`config.mk`:
```
export PLATFORM = sky130hd
export DESIGN_NAME = i2c_target_rx
export DESIGN_NICKNAME = d
export VERILOG_FILES = /design/src/rtl/i2c_pkg.sv /design/src/rtl/i2c_line_filter.sv /design/src/rtl/i2c_target_rx.sv
export SDC_FILE = /design/constraint.sdc
export NUM_CORES = 1
export LEC_CHECK = 0
export ABC_AREA = 1
export CORE_AREA = 2 2 77 79
export DETAILED_ROUTE_END_ITERATION = 6
export DIE_AREA = 0 0 79 81
export PLACE_DENSITY = 0.53
export SETUP_SLACK_MARGIN = 0.3
export SLEW_MARGIN = 20
export SYNTH_ARGS = -nofsm -noshare
export SYNTH_HDL_FRONTEND = slang
export SYNTH_SLANG_ARGS = --single-unit
```
`constraint.sdc`:
```
create_clock -name ref_clk -period 1.8 [get_ports ref_clk]
set_input_delay 0.18 -clock ref_clk [delete_from_list [all_inputs] [get_ports ref_clk]]
set_output_delay 0.18 -clock ref_clk [all_outputs]
set_load 0.01 [all_outputs]
```
`src/rtl/i2c_pkg.sv`:
```
// Shared state encoding and bus constants for the I2C target receiver.
package i2c_pkg;

  typedef enum logic [2:0] {
    IDLE     = 3'd0,
    ADDR     = 3'd1,
    ADDR_ACK = 3'd2,
    DATA     = 3'd3,
    DATA_ACK = 3'd4,
    IGNORE   = 3'd5
  } i2c_state_e;

  localparam logic        I2C_RW_WRITE  = 1'b0;
  localparam logic        I2C_ACK       = 1'b0;
  localparam int unsigned I2C_BYTE_BITS = 8;

endpackage

```
`src/rtl/i2c_line_filter.sv`:
```
// Synchronizer, optional glitch filter and edge detect for one I2C line.
// The saturating glitch filter is built only when I2C_RX_GLITCH_FILTER_EN is defined.
module i2c_line_filter #(
  parameter int unsigned FILTER_LEN = 3
) (
  input  logic ref_clk,
  input  logic reset,
  input  logic line_in,
  output logic level,
  output logic rise_c,
  output logic fall_c
);

  logic sync1_q;
  logic sync2_q;
  logic prev_q;
  logic prev_d;
  logic filt_c;

  // Synchronizer is left unreset so the true pad level is known when reset ends.
  always_ff @(posedge ref_clk) begin
    sync1_q <= line_in;
    sync2_q <= sync1_q;
  end

`ifdef I2C_RX_GLITCH_FILTER_EN
  localparam int unsigned CNT_W = 3;

  logic [CNT_W-1:0] cnt_q;
  logic [CNT_W-1:0] cnt_d;
  logic             filt_q;
  logic             filt_d;

  always_comb begin
    cnt_d  = '0;
    filt_d = filt_q;
    if (sync2_q != filt_q) begin
      if (cnt_q == CNT_W'(FILTER_LEN - 1)) filt_d = sync2_q;
      else                                 cnt_d  = cnt_q + CNT_W'(1);
    end
  end

  // Reload from the synchronized level so leaving reset never fabricates an edge.
  always_ff @(posedge ref_clk) begin
    if (!reset) begin
      cnt_q  <= '0;
      filt_q <= sync2_q;
    end else begin
      cnt_q  <= cnt_d;
      filt_q <= filt_d;
    end
  end

  assign filt_c = filt_q;
`else
  assign filt_c = sync2_q;

  // FILTER_LEN has no effect when the filter is bypassed.
  if (FILTER_LEN > 7) begin : g_filter_len_unused
  end
`endif

  assign prev_d = filt_c;

  always_ff @(posedge ref_clk) begin
    if (!reset) prev_q <= sync2_q;
    else        prev_q <= prev_d;
  end

  assign level  = filt_c;
  assign rise_c = filt_c & ~prev_q;
  assign fall_c = ~filt_c & prev_q;

endmodule

```
`src/rtl/i2c_target_rx.sv`:
```
// Oversampling I2C target receiver: START/STOP detect, address match, write-data capture.
// Glitch filtering on SCL/SDA is enabled by defining I2C_RX_GLITCH_FILTER_EN.
module i2c_target_rx
  import i2c_pkg::*;
#(
  parameter int unsigned FILTER_LEN = 3
) (
  input  logic       ref_clk,
  input  logic       reset,
  input  logic       scl_in,
  input  logic       sda_in,
  input  logic [6:0] own_addr,
  input  logic       rx_ready,
  output logic       sda_oe,
  output logic [7:0] rx_data,
  output logic       rx_valid,
  output logic       addr_match,
  output logic       start_det,
  output logic       stop_det,
  output logic       overflow,
  output logic       busy
);

  localparam int unsigned        CNT_W     = 3;
  localparam logic [CNT_W-1:0]   ADDR_LAST = CNT_W'(I2C_BYTE_BITS - 2);
  localparam logic [CNT_W-1:0]   BIT_LAST  = CNT_W'(I2C_BYTE_BITS - 1);

  logic scl_lvl, scl_rise, scl_fall;
  logic sda_lvl, sda_rise, sda_fall;

  i2c_line_filter #(.FILTER_LEN(FILTER_LEN)) u_scl_filt (
    .ref_clk (ref_clk),
    .reset   (reset),
    .line_in (scl_in),
    .level   (scl_lvl),
    .rise_c  (scl_rise),
    .fall_c  (scl_fall)
  );

  i2c_line_filter #(.FILTER_LEN(FILTER_LEN)) u_sda_filt (
    .ref_clk (ref_clk),
    .reset   (reset),
    .line_in (sda_in),
    .level   (sda_lvl),
    .rise_c  (sda_rise),
    .fall_c  (sda_fall)
  );

  i2c_state_e       state_q, state_d;
  logic [CNT_W-1:0] bit_cnt_q, bit_cnt_d;
  logic [6:0]       shift_q, shift_d;
  logic             addr_hit_q, addr_hit_d;
  logic             ack_bit_q, ack_bit_d;
  logic             ack_phase_q, ack_phase_d;
  logic             sda_oe_q, sda_oe_d;
  logic [7:0]       rx_data_q, rx_data_d;
  logic             rx_valid_q, rx_valid_d;
  logic             addr_match_q, addr_match_d;
  logic             start_det_q, start_det_d;
  logic             stop_det_q, stop_det_d;
  logic             overflow_q, overflow_d;
  logic             busy_q, busy_d;

  logic       start_c, stop_c;
  logic [7:0] byte_c;

  assign start_c = sda_fall & scl_lvl;
  assign stop_c  = sda_rise & scl_lvl;
  assign byte_c  = {shift_q, sda_lvl};

  always_comb begin
    state_d      = state_q;
    bit_cnt_d    = bit_cnt_q;
    shift_d      = shift_q;
    addr_hit_d   = addr_hit_q;
    ack_bit_d    = ack_bit_q;
    ack_phase_d  = ack_phase_q;
    sda_oe_d     = sda_oe_q;
    rx_data_d    = rx_data_q;
    rx_valid_d   = 1'b0;
    addr_match_d = 1'b0;
    start_det_d  = 1'b0;
    stop_det_d   = 1'b0;
    overflow_d   = overflow_q;
    busy_d       = busy_q;

    // sda_oe only ever moves after a filtered SCL fall; the ACK states override below.
    if (scl_fall) sda_oe_d = 1'b0;

    if (stop_c) begin
      state_d    = IDLE;
      bit_cnt_d  = '0;
      sda_oe_d   = 1'b0;
      stop_det_d = 1'b1;
      busy_d     = 1'b0;
    end else if (start_c) begin
      state_d     = ADDR;
      bit_cnt_d   = '0;
      ack_phase_d = 1'b0;
      start_det_d = 1'b1;
      busy_d      = 1'b1;
      overflow_d  = 1'b0;
    end else begin
      case (state_q)
        ADDR: begin
          if (scl_rise) begin
            shift_d   = byte_c[6:0];
            bit_cnt_d = bit_cnt_q + CNT_W'(1);
            if (bit_cnt_q == ADDR_LAST) addr_hit_d = (byte_c[6:0] == own_addr);
            if (bit_cnt_q == BIT_LAST) begin
              bit_cnt_d   = '0;
              ack_phase_d = 1'b0;
              if (addr_hit_q && (sda_lvl == I2C_RW_WRITE)) begin
                state_d      = ADDR_ACK;
                addr_match_d = 1'b1;
                ack_bit_d    = I2C_ACK;
              end else begin
                state_d = IGNORE;
              end
            end
          end
        end
        ADDR_ACK, DATA_ACK: begin
          if (scl_fall) begin
            if (!ack_phase_q) begin
              ack_phase_d = 1'b1;
              sda_oe_d    = (ack_bit_q == I2C_ACK);
            end else begin
              ack_phase_d = 1'b0;
              sda_oe_d    = 1'b0;
              bit_cnt_d   = '0;
              state_d     = (ack_bit_q == I2C_ACK) ? DATA : IGNORE;
            end
          end
        end
        DATA: begin
          if (scl_rise) begin
            shift_d   = byte_c[6:0];
            bit_cnt_d = bit_cnt_q + CNT_W'(1);
            if (bit_cnt_q == BIT_LAST) begin
              bit_cnt_d   = '0;
              rx_data_d   = byte_c;
              rx_valid_d  = rx_ready;
              ack_bit_d   = rx_ready ? I2C_ACK : ~I2C_ACK;
              ack_phase_d = 1'b0;
              state_d     = DATA_ACK;
              if (!rx_ready) overflow_d = 1'b1;
            end
          end
        end
        default: ;
      endcase
    end
  end

  always_ff @(posedge ref_clk) begin
    if (!reset) begin
      state_q      <= IDLE;
      bit_cnt_q    <= '0;
      shift_q      <= '0;
      addr_hit_q   <= 1'b0;
      ack_bit_q    <= ~I2C_ACK;
      ack_phase_q  <= 1'b0;
      sda_oe_q     <= 1'b0;
      rx_data_q    <= 8'h00;
      rx_valid_q   <= 1'b0;
      addr_match_q <= 1'b0;
      start_det_q  <= 1'b0;
      stop_det_q   <= 1'b0;
      overflow_q   <= 1'b0;
      busy_q       <= 1'b0;
    end else begin
      state_q      <= state_d;
      bit_cnt_q    <= bit_cnt_d;
      shift_q      <= shift_d;
      addr_hit_q   <= addr_hit_d;
      ack_bit_q    <= ack_bit_d;
      ack_phase_q  <= ack_phase_d;
      sda_oe_q     <= sda_oe_d;
      rx_data_q    <= rx_data_d;
      rx_valid_q   <= rx_valid_d;
      addr_match_q <= addr_match_d;
      start_det_q  <= start_det_d;
      stop_det_q   <= stop_det_d;
      overflow_q   <= overflow_d;
      busy_q       <= busy_d;
    end
  end

  assign sda_oe     = sda_oe_q;
  assign rx_data    = rx_data_q;
  assign rx_valid   = rx_valid_q;
  assign addr_match = addr_match_q;
  assign start_det  = start_det_q;
  assign stop_det   = stop_det_q;
  assign overflow   = overflow_q;
  assign busy       = busy_q;

endmodule

```
# Word level (Yosys, flattened, before mapping)
# Index checks and enable logic that the tools add are counted.
# op_classes
add_sub_neg,1
bitwise_logic,18
muxes,41
reduce_logical,24
n_eq_ne,24
# op_table
operator,count
two-way mux 3 bit,12
two-way mux 1 bit,25
AND reduction 5 bit,4
!= test 3 bit (second input constant),6
!= test 2 bit (second input constant),7
AND reduction 7 bit,2
NOT 1 bit,12
OR reduction 6 bit,2
nonzero test 2 bit,5
equality test 3 bit (second input constant),3
one-hot mux 3 bit (3 select lines),1
AND reduction 4 bit,2
AND reduction 8 bit,1
equality test 7 bit,1
bitwise AND 1 bit,6
equality test 3 x 2 -> 1 bit (second input constant),2
!= test 3 x 1 -> 1 bit (second input constant),2
one-hot mux 3 bit (2 select lines),1
nonzero test 3 bit,2
OR reduction 2 bit,3
!= test 2 x 1 -> 1 bit (second input constant),2
one-hot mux 1 bit (2 select lines),2
nonzero test 4 bit,1
adder 3 x 1 -> 3 bit (second input constant),1
other kinds (3),3
# totals
reg_bits,37
out_inout_bits,15
word_cells,129
inputBits,12

# Logic depth before layout (Yosys ltp)
# depth
word_depth,7
mapped_depth,10
depth_no_buf,10

# Hierarchy
# A second synthesis with hierarchy kept.
# unflattened
cells_unflattened,219
hier_area_um2,1622.8
# by_module_without_submodules
module,instances,seq_area_each_um2,cells_each,area_per_inst_um2
i2c_target_rx,1,620.6,205,1472.7
i2c_line_filter,2,60.1,7,75.1

# Worst setup path after synthesis
# OpenSTA, ideal clock, no wires.
# synth_path
kind,register to register
from,register bit_cnt_q[0]
to,"register rx_data_q[5], in the netlist rx_data[5]"
arrival_time_ns,1.415
path_slack_ns,0.319
synth_period_minus_slack_ns,1.481
path_stages_with_launch,8
cell_sequence,dfxtp_1 > ha_1 > ha_1 > nand3_2 > nor3_4 > buf_6 > o21ai_2 > a21oi_2
# synth_via
elab_chain_cells,2
# synth_rtl
element,line,rtl
"start, declared",i2c_target_rx.sv:50,"logic [CNT_W-1:0] bit_cnt_q, bit_cnt_d;"
"start signal, assigned",i2c_target_rx.sv:174,bit_cnt_q <= bit_cnt_d;
equality test 3 bit,i2c_target_rx.sv:140,if (bit_cnt_q == BIT_LAST) begin
AND reduction 5 bit (no line),n/a,
"end signal, assigned",i2c_target_rx.sv:180,rx_data_q <= rx_data_d;
"end, declared",i2c_target_rx.sv:56,"logic [7:0] rx_data_q, rx_data_d;"
# Every way passes these cells.
# A chain may end at the register's enable or synchronous reset.

# Worst setup path after layout
# layout_path
from,register bit_cnt_q[0]
to,"register rx_data_q[6], in the netlist rx_data[6]"
# Same word-level chain as after synthesis.

==> impl_results.html <==
<table>
<tr><th>Metric</th><th>Value</th></tr>
<tr><th colspan="2">Detailed routing</th></tr>
<tr><td>Initial DRC Count</td><td>68</td></tr>
<tr><td>Remaining number of nets flagged by the antenna check after routing</td><td>0</td></tr>
<tr><td>Avg Vias per Cell</td><td>roughly 4.3</td></tr>
<tr><td>Pre-antenna DRT Iters</td><td>4</td></tr>
<tr><td>Final routed wire length divided by cell count</td><td>approximately 11 um</td></tr>
<tr><td>Total via count in the routed design</td><td>1413</td></tr>
<tr><td>WL final</td><td>3651 um</td></tr>
<tr><td>DRC violation count after routing</td><td>0</td></tr>
<tr><th colspan="2">Timing</th></tr>
<tr><td>Fraction of the cycle the final worst path needs</td><td>80.42%</td></tr>
<tr><td>Worst slew pin tran</td><td>0.2729 ns</td></tr>
<tr><td>Maximum clock skew at final layout</td><td>0.008571 ns</td></tr>
<tr><td>Total negative setup slack</td><td>0 ns</td></tr>
<tr><td>Unrepaired setup endpoints after global routing</td><td>yes</td></tr>
<tr><td>Count of pins over their slew limit</td><td>0</td></tr>
<tr><td>Final setup vio count</td><td>0</td></tr>
<tr><td>Worst max-slew margin expressed relative to the limit</td><td>81.76%</td></tr>
<tr><td>Maximum achievable frequency</td><td>690.8 MHz</td></tr>
<tr><td>Final Hold Viols</td><td>0</td></tr>
<tr><td>Final Critical Period</td><td>approximately 1.4 ns</td></tr>
<tr><th colspan="2">Critical path</th></tr>
<tr><td>Critical Path, Cell by Cell</td><td>ha_4 -&gt; ha_4 -&gt; nand3_4 -&gt; nor3_4 -&gt; buf_6 -&gt; buf_6 -&gt; o21ai_2 -&gt; a21oi_2</td></tr>
<tr><td>Critical path startpoint</td><td>bit_cnt_q[0]</td></tr>
<tr><td>Setup crit end kind</td><td>flip-flop</td></tr>
<tr><td>Critical Path RT</td><td>~2 ns</td></tr>
<tr><td>Crit path kind</td><td>reg -&gt; reg</td></tr>
<tr><td>Data arrival time at the worst-slack endpoint</td><td>around 1.7 ns</td></tr>
<tr><td>Setup crit end</td><td>rx_data[6]</td></tr>
<tr><td>Slowest stage cell, crit path</td><td>sky130_fd_sc_hd__dfxtp_4</td></tr>
<tr><td>Number of cells on the worst reg-to-reg path</td><td>8</td></tr>
<tr><td>Startpoint class of the critical path</td><td>flip-flop</td></tr>
<tr><td>Startpoint of the worst register-to-register path</td><td>bit_cnt_q[0]</td></tr>
<tr><td>Critical Path Fanout Max</td><td>4</td></tr>
<tr><td>Register-to-register setup slack</td><td>0.35 ns</td></tr>
<tr><td>Delay of the slowest critical-path stage</td><td>0.37 ns</td></tr>
<tr><td>Endpoint of the worst-slack reg-to-reg timing path</td><td>rx_data[6]</td></tr>
<tr><th colspan="2">GRT</th></tr>
<tr><td>First-pass GRT wire length</td><td>6051 um</td></tr>
<tr><td>Antenna violations before repair</td><td>0</td></tr>
<tr><td>GRT Total Usage</td><td>12.14%</td></tr>
<tr><td>Global route overflow</td><td>0</td></tr>
<tr><td>Vias in the first global route</td><td>1397</td></tr>
<tr><td>Largest net degree at the start of global routing</td><td>13</td></tr>
<tr><th colspan="2">Power and ir drop</th></tr>
<tr><td>Leakage dissipation</td><td>about 0.00092 uW</td></tr>
<tr><td>VDD IR-drop max</td><td>513.4 uV</td></tr>
<tr><td>Power Density</td><td>997.3 nW/um^2</td></tr>
<tr><th colspan="2">Placement</th></tr>
<tr><td>Count of port buffers added during placement</td><td>26</td></tr>
<tr><td>Final RePlAce weighted congestion</td><td>~0.86</td></tr>
<tr><td>Post-detail-place hpwl</td><td>2657 um</td></tr>
<tr><th colspan="2">Synth</th></tr>
<tr><td>Share of Yosys cell area claimed by the top area cell type</td><td>a little under half</td></tr>
<tr><td>Main area contributors after synthesis</td><td>sky130_fd_sc_hd__dfxtp_1 45%, sky130_fd_sc_hd__nand2_1 8.3%, sky130_fd_sc_hd__nor2_1 7.1%</td></tr>
<tr><td>Number of unique standard cell types used by synthesis</td><td>27</td></tr>
<tr><td>Post-Syn Area per Cell</td><td>7.689 um^2</td></tr>
<tr><td>Mapped Nets</td><td>228</td></tr>
<tr><td>Yosys reg bits</td><td>37</td></tr>
<tr><td>Gate Count Post-Synth</td><td>around 210</td></tr>
<tr><td>Ranking of synthesized cells by instance count</td><td>37 x sky130_fd_sc_hd__dfxtp_1, 36 x sky130_fd_sc_hd__nand2_1, 31 x sky130_fd_sc_hd__nor2_1</td></tr>
<tr><td>Number of synthesized flops with an enable pin</td><td>0</td></tr>
<tr><td>Post-synth design cell area</td><td>1638 um^2</td></tr>
<tr><td>YS warnings</td><td>0</td></tr>
<tr><td>Most used DFF post-synth</td><td>sky130_fd_sc_hd__dfxtp_1</td></tr>
<tr><td>Cell with the most instances after synthesis</td><td>sky130_fd_sc_hd__dfxtp_1</td></tr>
<tr><td>Sequential area share after synthesis</td><td>45.23%</td></tr>
<tr><td>Most area-hungry cell type in the Yosys netlist</td><td>sky130_fd_sc_hd__dfxtp_1</td></tr>
<tr><td>Fraction of synthesis flops using an asynchronous set or reset pin</td><td>0%</td></tr>
<tr><th colspan="2">CTS</th></tr>
<tr><td>Number of sinks handled by clock tree synthesis</td><td>37</td></tr>
<tr><td>Clock latency reported for the late side of the worst-skew pair</td><td>0.29 ns</td></tr>
<tr><td>Count of hold-fix buffers inserted at cts</td><td>0</td></tr>
<tr><td>Clock Pin Slew Worst Setup and Hold Paths</td><td>around 0.08 ns</td></tr>
<tr><td># H-tree levels</td><td>2</td></tr>
<tr><td>Number of buffers on the longest clock path</td><td>2</td></tr>
<tr><td>Inserted Clock Buffers</td><td>5</td></tr>
<tr><td>TritonCTS clock tree</td><td>done</td></tr>
<tr><td>Clock root buffer master</td><td>sky130_fd_sc_hd__clkbuf_8</td></tr>
<tr><th colspan="2">Floorplan</th></tr>
<tr><td>Total core area</td><td>5675 um^2</td></tr>
<tr><td>Vertical extent of the die</td><td>81 um</td></tr>
<tr><td>Starting density of the core</td><td>28.86%</td></tr>
<tr><td>Die ar.</td><td>roughly 6400 um^2</td></tr>
<tr><td>Total I/O pin count</td><td>27</td></tr>
<tr><td>Total number of placement rows</td><td>28</td></tr>
<tr><td>Horizontal extent of the die</td><td>just under 80 um</td></tr>
<tr><th colspan="2">Layout</th></tr>
<tr><td>Area growth from synthesis to layout</td><td>34.84%</td></tr>
<tr><td>Net count of the finished layout</td><td>267</td></tr>
<tr><td>Final core utilization</td><td>38.91%</td></tr>
<tr><td>Diode count</td><td>0</td></tr>
<tr><td>Fraction of layout instances using a drive strength above 1</td><td>15.42%</td></tr>
<tr><th colspan="2">Outcome</th></tr>
<tr><td>Status</td><td>finished, final reports clean</td></tr>
<tr><th colspan="2">Min path</th></tr>
<tr><td>Critical hold path startpoint</td><td>u_sda_filt.sync1_q</td></tr>
<tr><td>Cell depth of the worst min-delay path</td><td>0</td></tr>
<tr><td>Min-Delay Path Class</td><td>reg -&gt; reg</td></tr>
<tr><th colspan="2">Job</th></tr>
<tr><td>Max Cap Violations</td><td>0</td></tr>
</table>
==> report_power, final <==
part | leakage [uW] | total (uW) | internal, uW | switching (uW)
logic | 0.000559 | 542 | 200 | 342
clock network | 0.0000554 | 720 | 416 | 304
registers | 0.000303 | 940 | 880 | 59.9
==> area by class of cell <==
| type | count | area (um^2) |
|---|---|---|
| Fill cell | 607 | 3467 |
| Multi-Input combinational cell | 145 | 807.0 |
| Sequential cell | 37 | 750.7 |
| Timing Repair Buffer | 36 | 344.1 |
| Inverter | 27 | 101.3 |
| Tap cell | 75 | 93.84 |
| Clock buffer | 6 | 72.57 |
| Clock inverter | 2 | 38.79 |
==> worst min path at each step <==
stage | endpoint | slack (ns)
floorplan | u_scl_filt.sync1_q | 0.21
global placement | u_sda_filt.level | 0.31
detailed placement | u_sda_filt.level | 0.32
CTS | u_scl_filt.sync1_q | 0.32
global route | u_scl_filt.sync1_q | 0.33
finish | u_sda_filt.level | 0.33
==> per-layer routing <==
metal	vias up	track usage (%)	wire length [um]
met2	26	19.92	1613
li1	761	-	-
met4	0	5.000	53
met1	619	15.04	1863
met5	-	0	0
met3	7	3.444	121
==> kinds of logic (layout without fill, tap and decap cells) <==
group	count (synthesis)	after routing	share of synthesized area, %
compound gates	40	40	13.29
xor+xnor	7	7	3.743
fa+ha+maj	3	3	2.292
buf+inv	31	71	8.250
flops	37	37	45.23
simple gates	95	95	27.20
==> sequential cells by signal, summed over array words and instances (netlist names), named ones only <==
register            flops
addr_hit_q              1
start_det               1
u_sda_filt.level        1
overflow                1
rx_data                 8
u_scl_filt.level        1
u_scl_filt.sync1_q      1
rx_valid                1
u_scl_filt.prev_q       1
ack_phase_q             1
state_q                 3
bit_cnt_q               3
busy                    1
u_sda_filt.sync1_q      1
shift_q                 7
u_sda_filt.prev_q       1
addr_match              1
stop_det                1
ack_bit_q               1
==> through the flow <==
step	power [uW]	hold WS, ns	instance area (um^2)	std cells	setup slack [ns]
after detailed placement	1480	0.3182	2003	316	0.2604
after global routing	2345	0.3324	2208	328	0.2533
final	2202	0.3280	2208	328	0.3524
after floorplan	1344	0.2077	1638	213	0.3189
after global placement	1479	0.3144	2003	316	0.2723
after CTS	2199	0.3218	2120	324	0.3053
==> what timing repair did <==
action | 4_1_cts | 5_1_grt
gates resized for setup | 2 | 16
endpoints found under the setup margin | 6 | 18
pin swaps | 1 | 3
gates cloned | 0 | 1
buffers inserted | 0 | 3
==> layout by cell type, fill, tap and decap left out, types with 2 or more instances in the layout <==
cell                               n
sky130_fd_sc_hd__nand2_1          36
sky130_fd_sc_hd__ha_4              2
sky130_fd_sc_hd__buf_4             6
sky130_fd_sc_hd__o21ai_2           2
sky130_fd_sc_hd__nand4_1           4
sky130_fd_sc_hd__nand3_2           2
sky130_fd_sc_hd__clkbuf_8          5
sky130_fd_sc_hd__a21oi_1          17
sky130_fd_sc_hd__dfxtp_4           2
sky130_fd_sc_hd__nand2_2           2
sky130_fd_sc_hd__dfxtp_2           2
sky130_fd_sc_hd__nand2_4           2
sky130_fd_sc_hd__a21oi_2           2
sky130_fd_sc_hd__inv_1            26
sky130_fd_sc_hd__nor2_2            2
sky130_fd_sc_hd__nand3_4           2
sky130_fd_sc_hd__clkdlybuf4s50_1  26
sky130_fd_sc_hd__nand3_1          11
sky130_fd_sc_hd__dfxtp_1          33
sky130_fd_sc_hd__o21ai_0          15
sky130_fd_sc_hd__nor2_1           30
sky130_fd_sc_hd__xnor2_1           7
sky130_fd_sc_hd__buf_6             3
sky130_fd_sc_hd__o21ai_1           3
==> critical path, delay by kind of cell (launching register included) <==
family	cells	cell delay (ns)
AND/OR/NAND/NOR	2	0.36
flip-flops	1	0.37
buffers and inverters	2	0.24
adder cells (fa/ha/maj)	2	0.27
AO/OA/AOI/OAI	2	0.14
(Power assumes the default switching activity.)
